<file path="src/rtl/apb_requester_bridge_if.sv">
// ---------------------------------------------------------------------------
// apb_requester_bridge_if
//
// Purpose:
//   Groups the signals of the APB requester bridge into one bundle. The
//   bundle has three parts: the command stream (valid/ready), the response
//   stream (valid/ready) and the shared APB4 bus.
//
// Modports:
//   master : the bridge side. It takes commands, returns responses and
//            drives the APB request signals.
//   slave  : the system side. This is the command source, the response sink
//            and the APB completers.
//
// Signal summary:
//   cmd_valid/cmd_ready/cmd_write/cmd_addr/cmd_wdata/cmd_strb : command channel
//   rsp_valid/rsp_ready/rsp_rdata/rsp_err                     : response channel
//   PADDR/PWRITE/PWDATA/PSTRB/PSEL/PENABLE                    : APB request
//   PRDATA/PREADY/PSLVERR : per-completer APB return signals. Completer i
//                           uses PRDATA[i*DATA_WIDTH +: DATA_WIDTH].
// ---------------------------------------------------------------------------
interface apb_requester_bridge_if #(
  parameter int ADDR_WIDTH = 32,
  parameter int DATA_WIDTH = 32,
  parameter int NUM_SLAVES = 4
);
  // command channel
  logic                             cmd_valid;
  logic                             cmd_ready;
  logic                             cmd_write;
  logic [ADDR_WIDTH-1:0]            cmd_addr;
  logic [DATA_WIDTH-1:0]            cmd_wdata;
  logic [DATA_WIDTH/8-1:0]          cmd_strb;

  // response channel
  logic                             rsp_valid;
  logic                             rsp_ready;
  logic [DATA_WIDTH-1:0]            rsp_rdata;
  logic                             rsp_err;

  // APB bus
  logic [ADDR_WIDTH-1:0]            PADDR;
  logic                             PWRITE;
  logic [DATA_WIDTH-1:0]            PWDATA;
  logic [DATA_WIDTH/8-1:0]          PSTRB;
  logic [NUM_SLAVES-1:0]            PSEL;
  logic                             PENABLE;
  logic [NUM_SLAVES*DATA_WIDTH-1:0] PRDATA;
  logic [NUM_SLAVES-1:0]            PREADY;
  logic [NUM_SLAVES-1:0]            PSLVERR;

  modport master (
    input  cmd_valid, cmd_write, cmd_addr, cmd_wdata, cmd_strb,
    output cmd_ready,
    output rsp_valid, rsp_rdata, rsp_err,
    input  rsp_ready,
    output PADDR, PWRITE, PWDATA, PSTRB, PSEL, PENABLE,
    input  PRDATA, PREADY, PSLVERR
  );

  modport slave (
    output cmd_valid, cmd_write, cmd_addr, cmd_wdata, cmd_strb,
    input  cmd_ready,
    input  rsp_valid, rsp_rdata, rsp_err,
    output rsp_ready,
    input  PADDR, PWRITE, PWDATA, PSTRB, PSEL, PENABLE,
    output PRDATA, PREADY, PSLVERR
  );
endinterface

</file>
<file path="src/rtl/apb_requester_bridge.sv">
// ---------------------------------------------------------------------------
// apb_requester_bridge
//
// Purpose:
//   APB4 requester. It turns a valid/ready command stream into APB transfers
//   on a shared bus that fans out to NUM_SLAVES completers. Each completer
//   owns a 2**SLAVE_AW byte window, and the windows are stacked from
//   address 0. Only one transfer is outstanding at a time. Each transfer
//   returns exactly one response on the response channel. The response
//   channel supports backpressure.
//
// Ports:
//   PCLK   : clock; all state changes on its rising edge
//   RESET  : synchronous, active-high reset. Any in-flight transfer is
//            abandoned and produces no response.
//   bus    : apb_requester_bridge_if.master. It carries the command channel,
//            the response channel and the APB bus.
//
// Parameters:
//   ADDR_WIDTH, DATA_WIDTH (8/16/32), NUM_SLAVES (1..16), SLAVE_AW,
//   TIMEOUT_CYCLES (ACCESS-phase limit, used only with the option below)
//
// Build option:
//   APB_REQ_TIMEOUT_EN - When defined, ACCESS is abandoned with an error
//                        after TIMEOUT_CYCLES cycles without PREADY. When
//                        undefined, ACCESS waits for PREADY indefinitely.
// ---------------------------------------------------------------------------
module apb_requester_bridge #(
  parameter int ADDR_WIDTH     = 32,
  parameter int DATA_WIDTH     = 32,
  parameter int NUM_SLAVES     = 4,
  parameter int SLAVE_AW       = 12,
  parameter int TIMEOUT_CYCLES = 256
) (
  input  logic                   PCLK,
  input  logic                   RESET,
  apb_requester_bridge_if.master bus
);

  localparam int STRB_W = DATA_WIDTH / 8;
  localparam int IDX_W  = (NUM_SLAVES > 1) ? $clog2(NUM_SLAVES) : 1;

  // Elaboration-time checks on the parameter ranges.
  if (!(DATA_WIDTH == 8 || DATA_WIDTH == 16 || DATA_WIDTH == 32)) begin : g_bad_data_width
    $error("apb_requester_bridge: DATA_WIDTH must be 8, 16 or 32");
  end
  if (NUM_SLAVES < 1 || NUM_SLAVES > 16) begin : g_bad_num_slaves
    $error("apb_requester_bridge: NUM_SLAVES must be 1..16");
  end
  if (SLAVE_AW + IDX_W > ADDR_WIDTH) begin : g_bad_slave_aw
    $error("apb_requester_bridge: SLAVE_AW too large for ADDR_WIDTH");
  end
  if (TIMEOUT_CYCLES < 1) begin : g_bad_timeout
    $error("apb_requester_bridge: TIMEOUT_CYCLES must be at least 1");
  end

  typedef enum logic [1:0] {
    IDLE   = 2'd0,
    SETUP  = 2'd1,
    ACCESS = 2'd2,
    RESP   = 2'd3
  } state_t;

  state_t                state_reg, state_next;
  logic [IDX_W-1:0]      idx_reg, idx_next;
  logic [ADDR_WIDTH-1:0] addr_reg, addr_next;
  logic                  write_reg, write_next;
  logic [DATA_WIDTH-1:0] wdata_reg, wdata_next;
  logic [STRB_W-1:0]     strb_reg, strb_next;
  logic [DATA_WIDTH-1:0] rdata_reg, rdata_next;
  logic                  err_reg, err_next;
  logic                  ready_reg, ready_next;

  // -------------------------------------------------------------------------
  // Address decode.
  // The whole field above the completer window is compared against
  // NUM_SLAVES, not just the index bits. Addresses above the last window
  // therefore report a decode error instead of aliasing onto a lower
  // completer.
  // -------------------------------------------------------------------------
  logic [ADDR_WIDTH-1:0] cmd_window;
  logic                  cmd_hit;
  logic [IDX_W-1:0]      cmd_idx;

  assign cmd_window = bus.cmd_addr >> SLAVE_AW;
  assign cmd_hit    = (cmd_window < ADDR_WIDTH'(NUM_SLAVES));
  // With NUM_SLAVES = 1, cmd_hit already forces this bit to 0.
  assign cmd_idx    = bus.cmd_addr[SLAVE_AW +: IDX_W];

  // -------------------------------------------------------------------------
  // Completer return-path selection.
  // idx_onehot is a one-hot mask of the latched completer index. It masks
  // PREADY and PSLVERR, so unselected completers cannot affect the transfer.
  // It also steers the PRDATA slice into the capture register.
  // -------------------------------------------------------------------------
  logic [NUM_SLAVES-1:0] idx_onehot;
  logic [DATA_WIDTH-1:0] prdata_masked [NUM_SLAVES];
  logic [DATA_WIDTH-1:0] prdata_sel;
  logic                  pready_sel;
  logic                  pslverr_sel;

  for (genvar gi = 0; gi < NUM_SLAVES; gi++) begin : g_sel
    assign idx_onehot[gi]    = (idx_reg == IDX_W'(gi));
    assign prdata_masked[gi] = idx_onehot[gi] ? bus.PRDATA[gi*DATA_WIDTH +: DATA_WIDTH]
                                              : '0;
  end

  always_comb begin
    prdata_sel = '0;
    for (int i = 0; i < NUM_SLAVES; i++) begin
      prdata_sel = prdata_sel | prdata_masked[i];
    end
  end

  assign pready_sel  = |(bus.PREADY  & idx_onehot);
  assign pslverr_sel = |(bus.PSLVERR & idx_onehot);

  // -------------------------------------------------------------------------
  // Optional ACCESS-phase timeout.
  // The counter is cleared in SETUP, so it starts at 0 on the first ACCESS
  // cycle. tmo_hit marks the TIMEOUT_CYCLES-th ACCESS cycle without PREADY.
  // The FSM tests PREADY first, so a completer that answers on that very
  // cycle still completes normally.
  // -------------------------------------------------------------------------
`ifdef APB_REQ_TIMEOUT_EN
  localparam int TMO_W = $clog2(TIMEOUT_CYCLES + 1);

  logic [TMO_W-1:0] tmo_cnt_reg, tmo_cnt_next;
  logic             tmo_hit;

  assign tmo_hit = (tmo_cnt_reg == TMO_W'(TIMEOUT_CYCLES - 1));

  always_comb begin
    tmo_cnt_next = tmo_cnt_reg;
    if (state_reg == SETUP) begin
      tmo_cnt_next = '0;
    end else if (state_reg == ACCESS && !pready_sel) begin
      tmo_cnt_next = tmo_cnt_reg + TMO_W'(1);
    end
  end

  always_ff @(posedge PCLK) begin
    if (RESET) begin
      tmo_cnt_reg <= '0;
    end else begin
      tmo_cnt_reg <= tmo_cnt_next;
    end
  end
`endif

  // -------------------------------------------------------------------------
  // FSM next-state and datapath next values.
  // -------------------------------------------------------------------------
  always_comb begin
    state_next = state_reg;
    idx_next   = idx_reg;
    addr_next  = addr_reg;
    write_next = write_reg;
    wdata_next = wdata_reg;
    strb_next  = strb_reg;
    rdata_next = rdata_reg;
    err_next   = err_reg;
    ready_next = 1'b0;

    unique case (state_reg)
      IDLE: begin
        // ready_reg (not a state decode) gates acceptance. This keeps
        // cmd_ready low for the first cycle after reset.
        if (bus.cmd_valid && ready_reg) begin
          addr_next  = bus.cmd_addr;
          write_next = bus.cmd_write;
          wdata_next = bus.cmd_wdata;
          strb_next  = bus.cmd_write ? bus.cmd_strb : '0;
          idx_next   = cmd_idx;
          rdata_next = '0;
          err_next   = 1'b0;
          if (cmd_hit) begin
            state_next = SETUP;
          end else begin
            state_next = RESP;
            err_next   = 1'b1;
          end
        end
      end

      SETUP: begin
        state_next = ACCESS;
      end

      ACCESS: begin
        if (pready_sel) begin
          rdata_next = write_reg ? '0 : prdata_sel;
          err_next   = pslverr_sel;
          state_next = RESP;
        end
`ifdef APB_REQ_TIMEOUT_EN
        else if (tmo_hit) begin
          rdata_next = '0;
          err_next   = 1'b1;
          state_next = RESP;
        end
`endif
      end

      RESP: begin
        if (bus.rsp_ready) begin
          state_next = IDLE;
        end
      end

      default: begin
        state_next = IDLE;
      end
    endcase

    // cmd_ready is registered so that it reads 0 throughout reset.
    ready_next = (state_next == IDLE);
  end

  // -------------------------------------------------------------------------
  // State and datapath registers.
  // -------------------------------------------------------------------------
  always_ff @(posedge PCLK) begin
    if (RESET) begin
      state_reg <= IDLE;
      idx_reg   <= '0;
      addr_reg  <= '0;
      write_reg <= 1'b0;
      wdata_reg <= '0;
      strb_reg  <= '0;
      rdata_reg <= '0;
      err_reg   <= 1'b0;
      ready_reg <= 1'b0;
    end else begin
      state_reg <= state_next;
      idx_reg   <= idx_next;
      addr_reg  <= addr_next;
      write_reg <= write_next;
      wdata_reg <= wdata_next;
      strb_reg  <= strb_next;
      rdata_reg <= rdata_next;
      err_reg   <= err_next;
      ready_reg <= ready_next;
    end
  end

  // -------------------------------------------------------------------------
  // Outputs.
  // The request fields come straight from the registers. They therefore stay
  // stable from SETUP through the end of ACCESS, and hold in IDLE/RESP.
  // -------------------------------------------------------------------------
  assign bus.cmd_ready = ready_reg;
  assign bus.rsp_valid = (state_reg == RESP);
  assign bus.rsp_rdata = rdata_reg;
  assign bus.rsp_err   = err_reg;

  assign bus.PADDR   = addr_reg;
  assign bus.PWRITE  = write_reg;
  assign bus.PWDATA  = wdata_reg;
  assign bus.PSTRB   = strb_reg;
  assign bus.PSEL    = (state_reg == SETUP || state_reg == ACCESS) ? idx_onehot : '0;
  assign bus.PENABLE = (state_reg == ACCESS);

endmodule

</file>
<file path="src/flat_wrapper.sv">
// flat-port wrapper written by rule: the top's interface ports become plain ports
module apb_requester_bridge_flat 
#(
  parameter int ADDR_WIDTH     = 32,
  parameter int DATA_WIDTH     = 32,
  parameter int NUM_SLAVES     = 4,
  parameter int SLAVE_AW       = 12,
  parameter int TIMEOUT_CYCLES = 256
)
  (PCLK, RESET, bus_cmd_valid, bus_cmd_write, bus_cmd_addr, bus_cmd_wdata, bus_cmd_strb, bus_cmd_ready, bus_rsp_valid, bus_rsp_rdata, bus_rsp_err, bus_rsp_ready, bus_PADDR, bus_PWRITE, bus_PWDATA, bus_PSTRB, bus_PSEL, bus_PENABLE, bus_PRDATA, bus_PREADY, bus_PSLVERR);
  apb_requester_bridge_if #(.ADDR_WIDTH(ADDR_WIDTH), .DATA_WIDTH(DATA_WIDTH), .NUM_SLAVES(NUM_SLAVES)) bus_i ();
  input  logic PCLK;
  input  logic RESET;
  input wire logic [$bits(bus_i.cmd_valid)-1:0] bus_cmd_valid;
  input wire logic [$bits(bus_i.cmd_write)-1:0] bus_cmd_write;
  input wire logic [$bits(bus_i.cmd_addr)-1:0] bus_cmd_addr;
  input wire logic [$bits(bus_i.cmd_wdata)-1:0] bus_cmd_wdata;
  input wire logic [$bits(bus_i.cmd_strb)-1:0] bus_cmd_strb;
  output wire logic [$bits(bus_i.cmd_ready)-1:0] bus_cmd_ready;
  output wire logic [$bits(bus_i.rsp_valid)-1:0] bus_rsp_valid;
  output wire logic [$bits(bus_i.rsp_rdata)-1:0] bus_rsp_rdata;
  output wire logic [$bits(bus_i.rsp_err)-1:0] bus_rsp_err;
  input wire logic [$bits(bus_i.rsp_ready)-1:0] bus_rsp_ready;
  output wire logic [$bits(bus_i.PADDR)-1:0] bus_PADDR;
  output wire logic [$bits(bus_i.PWRITE)-1:0] bus_PWRITE;
  output wire logic [$bits(bus_i.PWDATA)-1:0] bus_PWDATA;
  output wire logic [$bits(bus_i.PSTRB)-1:0] bus_PSTRB;
  output wire logic [$bits(bus_i.PSEL)-1:0] bus_PSEL;
  output wire logic [$bits(bus_i.PENABLE)-1:0] bus_PENABLE;
  input wire logic [$bits(bus_i.PRDATA)-1:0] bus_PRDATA;
  input wire logic [$bits(bus_i.PREADY)-1:0] bus_PREADY;
  input wire logic [$bits(bus_i.PSLVERR)-1:0] bus_PSLVERR;
  assign bus_i.cmd_valid = bus_cmd_valid;
  assign bus_i.cmd_write = bus_cmd_write;
  assign bus_i.cmd_addr = bus_cmd_addr;
  assign bus_i.cmd_wdata = bus_cmd_wdata;
  assign bus_i.cmd_strb = bus_cmd_strb;
  assign bus_cmd_ready = bus_i.cmd_ready;
  assign bus_rsp_valid = bus_i.rsp_valid;
  assign bus_rsp_rdata = bus_i.rsp_rdata;
  assign bus_rsp_err = bus_i.rsp_err;
  assign bus_i.rsp_ready = bus_rsp_ready;
  assign bus_PADDR = bus_i.PADDR;
  assign bus_PWRITE = bus_i.PWRITE;
  assign bus_PWDATA = bus_i.PWDATA;
  assign bus_PSTRB = bus_i.PSTRB;
  assign bus_PSEL = bus_i.PSEL;
  assign bus_PENABLE = bus_i.PENABLE;
  assign bus_i.PRDATA = bus_PRDATA;
  assign bus_i.PREADY = bus_PREADY;
  assign bus_i.PSLVERR = bus_PSLVERR;
  apb_requester_bridge #(.ADDR_WIDTH(ADDR_WIDTH), .DATA_WIDTH(DATA_WIDTH), .NUM_SLAVES(NUM_SLAVES), .SLAVE_AW(SLAVE_AW), .TIMEOUT_CYCLES(TIMEOUT_CYCLES)) u_core (.PCLK(PCLK), .RESET(RESET), .bus(bus_i));
endmodule
</file>
<file path="config.mk">
export PLATFORM = sky130hd
export DESIGN_NAME = apb_requester_bridge_flat
export DESIGN_NICKNAME = d
export VERILOG_FILES = /design/src/rtl/apb_requester_bridge_if.sv /design/src/rtl/apb_requester_bridge.sv /design/src/flat_wrapper.sv
export SDC_FILE = /design/constraint.sdc
export NUM_CORES = 1
export LEC_CHECK = 0
export ABC_AREA = 1
export CAP_MARGIN = 25
export CORE_AREA = 2 2 124 126
export DETAILED_ROUTE_END_ITERATION = 10
export DIE_AREA = 0 0 126 128
export GPL_ROUTABILITY_DRIVEN = 0
export GPL_TIMING_DRIVEN = 0
export PLACE_DENSITY = 0.76
export SYNTH_ARGS = -nofsm -noshare
export SYNTH_HDL_FRONTEND = slang
export SYNTH_SLANG_ARGS = --single-unit
</file>
<file path="constraint.sdc">
create_clock -name PCLK -period 4.5 [get_ports PCLK]
set_input_delay 0.45 -clock PCLK [delete_from_list [all_inputs] [get_ports PCLK]]
set_output_delay 0.45 -clock PCLK [all_outputs]
set_load 0.02 [all_outputs]
</file>
==> results.json <==
{
  "syn_area_sq_mm": 0.00532,
  "finalMaxSlewViolations": 0,
  "cp-startpoint": "u_core.bus.PADDR[13]$_SDFFE_PP0P_",
  "worstSetupPathType": "reg2out",
  "max_slew.worst_pin.slew_ns": 0.635,
  "synth-seq-area-share": 0.395,
  "peakVddDrop_mv": 0.324,
  "status": "complete, no violations",
  "netlist_instances": 821,
  "tns_ns": 0,
  "clk_pin_slew_ns": 0.07,
  "fill_cells": 1413,
  "via_per_inst": 4.83,
  "holdBufCountCts": 0,
  "route.detailed.drc": 0,
  "dieArea_sq_mm": 0.0161,
  "root_buffer": "clkbuf_16",
  "cp-end-kind": "primary output",
  "antenna_found_initial": 0,
  "final_common_cell": "clkdlybuf4s50_1",
  "portBuffers": 316,
  "wl_um": 21200,
  "grt_pass1_vias": 6170,
  "rsz0062_at_grt": "false",
  "ff2ff_path_depth": 9,
  "yosysWarnings": 0,
  "worstPathArrival_ns": 2.13,
  "worstPathMaxFanout": 10,
  "start_kind": "flop",
  "track_usage": 0.254,
  "die_h_um": 128,
  "drt_first_pass_iters": 6,
  "max_freq_mhz": 387,
  "nets": 1361,
  "required_ns": 4.05,
  "cp-endpoint": "bus_PSEL[2]",
  "place_hpwl_um": 16300,
  "setup_viol": 0,
  "cap_violations": 0,
  "vias": 6466,
  "synth-seq-cells": 105,
  "io_pins": 318,
  "slew_headroom": 0.577,
  "cts_setup_buffers": 0,
  "grt_overflow": 0,
  "total_power_mw": 5.19,
  "wl_per_cell_um": 15.9,
  "drt_iter0_markers": 398,
  "die_w_um": 126,
  "cts_tree": "built",
  "area_growth_pct": 69.6,
  "hold_violations": 0,
  "clock_latency_ns": 0.35,
  "clk_path_buf_depth": 2,
  "fp-row-count": 45,
  "cts_resized": 0,
  "rrSetupSlack_ns": 2.31,
  "post-route-period-util": 0.574,
  "skew_ns": 0.00709,
  "numClockSinks": 105,
  "insertedDiodeCount": 0,
  "syn_area_per_cell_sq_um": 6.48,
  "cts_buffers": 9,
  "cts-htree-levels": 3,
  "start_util": 0.358,
  "synthDistinctLibCells": 22,
  "period_minus_slack_ns": 2.58,
  "rr_endpoint": "u_core.bus.rsp_rdata[22]$_SDFFE_PP0P_",
  "r2r_start": "u_core.state_reg[0]$_SDFF_PP0_",
  "leakage_nw": 3.89,
  "grt_start_max_net_pins": 18,
  "most-common-layout-cells": "clkdlybuf4s50_1 (316), nor2_1 (198), nand2_1 (186)",
  "syn-num-nets": 1034,
  "coreArea_sq_mm": 0.0149,
  "final_antenna_net_count": 0,
  "grt_pass1_wl_um": 32300,
  "hp-class": "in2reg",
  "power_density_mw_per_mm2": 575,
  "drive_gt1_frac": 0.0660
}
## worst max-delay path: stages (launching register included)
cell and delay, ns:
dfxtp_1 0.40, inv_2 0.14, clkbuf_1 0.33, nor3_1 0.26, clkdlybuf4s50_1 0.66
## routing by layer
layer,part of all wire,GRT usage
met5,0,0
met4,0.017,0.0724
met3,0.096,0.0881
met2,0.48,0.442
met1,0.40,0.296
## kinds of logic after synthesis
kind of cell	count (synthesis)	share of synthesized area
AND/OR/NAND/NOR	505	0.389
buffers and inverters	83	0.0744
adder cells (fa/ha/maj)	4	0.00941
AO/OA/AOI/OAI	124	0.132
flip-flops	105	0.395
## worst min path at each step
| stage | startpoint | slack [ns] | endpoint | depth (start not counted) |
|---|---|---|---|---|
| floorplan | u_core.state_reg[0]$_SDFF_PP0_ | 0.50 | u_core.state_reg[0]$_SDFF_PP0_ | 2 |
| global placement | u_core.bus.PSTRB[2]$_SDFFE_PP0P_ | 0.45 | u_core.bus.PSTRB[2]$_SDFFE_PP0P_ | 2 |
| detailed placement | u_core.bus.PSTRB[3]$_SDFFE_PP0P_ | 0.46 | u_core.bus.PSTRB[3]$_SDFFE_PP0P_ | 2 |
| CTS | RESET | 0.36 | u_core.bus.PSTRB[3]$_SDFFE_PP0P_ | 2 |
| global route | RESET | 0.37 | u_core.bus.PSTRB[2]$_SDFFE_PP0P_ | 2 |
| finish | RESET | 0.36 | u_core.bus.PSTRB[3]$_SDFFE_PP0P_ | 2 |
## power by group
part	switching [mW]	internal, mW
sequential	0.169	1.24
clock	0.367	0.448
combinational	1.70	1.27
## synth_stat cells
| cell | count | share of area |
|---|---|---|
| clkbuf_1 | 28 | 0.020 |
| nor2_8 | 1 | 0.0038 |
| ha_1 | 4 | 0.0094 |
| inv_1 | 19 | 0.013 |
| o21ai_0 | 78 | 0.073 |
| nor2_2 | 3 | 0.0035 |
| dfxtp_1 | 105 | 0.40 |
| nand2_1 | 186 | 0.13 |
| clkinv_1 | 2 | 0.0014 |
| a31oi_1 | 1 | 0.0012 |
| o21ai_1 | 10 | 0.0094 |
| buf_6 | 6 | 0.013 |
| nand2_2 | 2 | 0.0024 |
| inv_4 | 1 | 0.0012 |
| buf_2 | 23 | 0.022 |
| nand3_1 | 112 | 0.11 |
| a21oi_2 | 21 | 0.035 |
| nor2_1 | 198 | 0.14 |
| nor3_1 | 3 | 0.0028 |
| buf_4 | 2 | 0.0028 |
| a21oi_1 | 14 | 0.013 |
| inv_2 | 2 | 0.0014 |
## stage by stage
| step | std cells | instance area, sq um | setup WS (ns) | hold slack [ns] | util |
|---|---|---|---|---|---|
| global placement | 1325 | 8710 | 2.30 | 0.451 | 0.586 |
| global route | 1340 | 9020 | 1.85 | 0.365 | 0.607 |
| finish | 1340 | 9020 | 1.92 | 0.362 | 0.607 |
| floorplan | 821 | 5320 | 2.70 | 0.500 | - |
| CTS | 1340 | 9020 | 1.92 | 0.358 | 0.607 |
| detailed placement | 1325 | 8710 | 2.30 | 0.457 | 0.586 |
## final cells by class
type | instances | area, sq um | share of cell area
Timing Repair Buffer | 316 | 3160 | 0.351
Multi-Input combinational cell | 633 | 2820 | 0.313
Sequential cell | 105 | 2100 | 0.233
Buffer | 59 | 303 | 0.0336
Clock buffer | 10 | 239 | 0.0265
Tap cell | 188 | 235 | 0.0261
Inverter | 24 | 92.6 | 0.0103
Clock inverter | 5 | 62.6 | 0.00694
(Power assumes the default switching activity.)
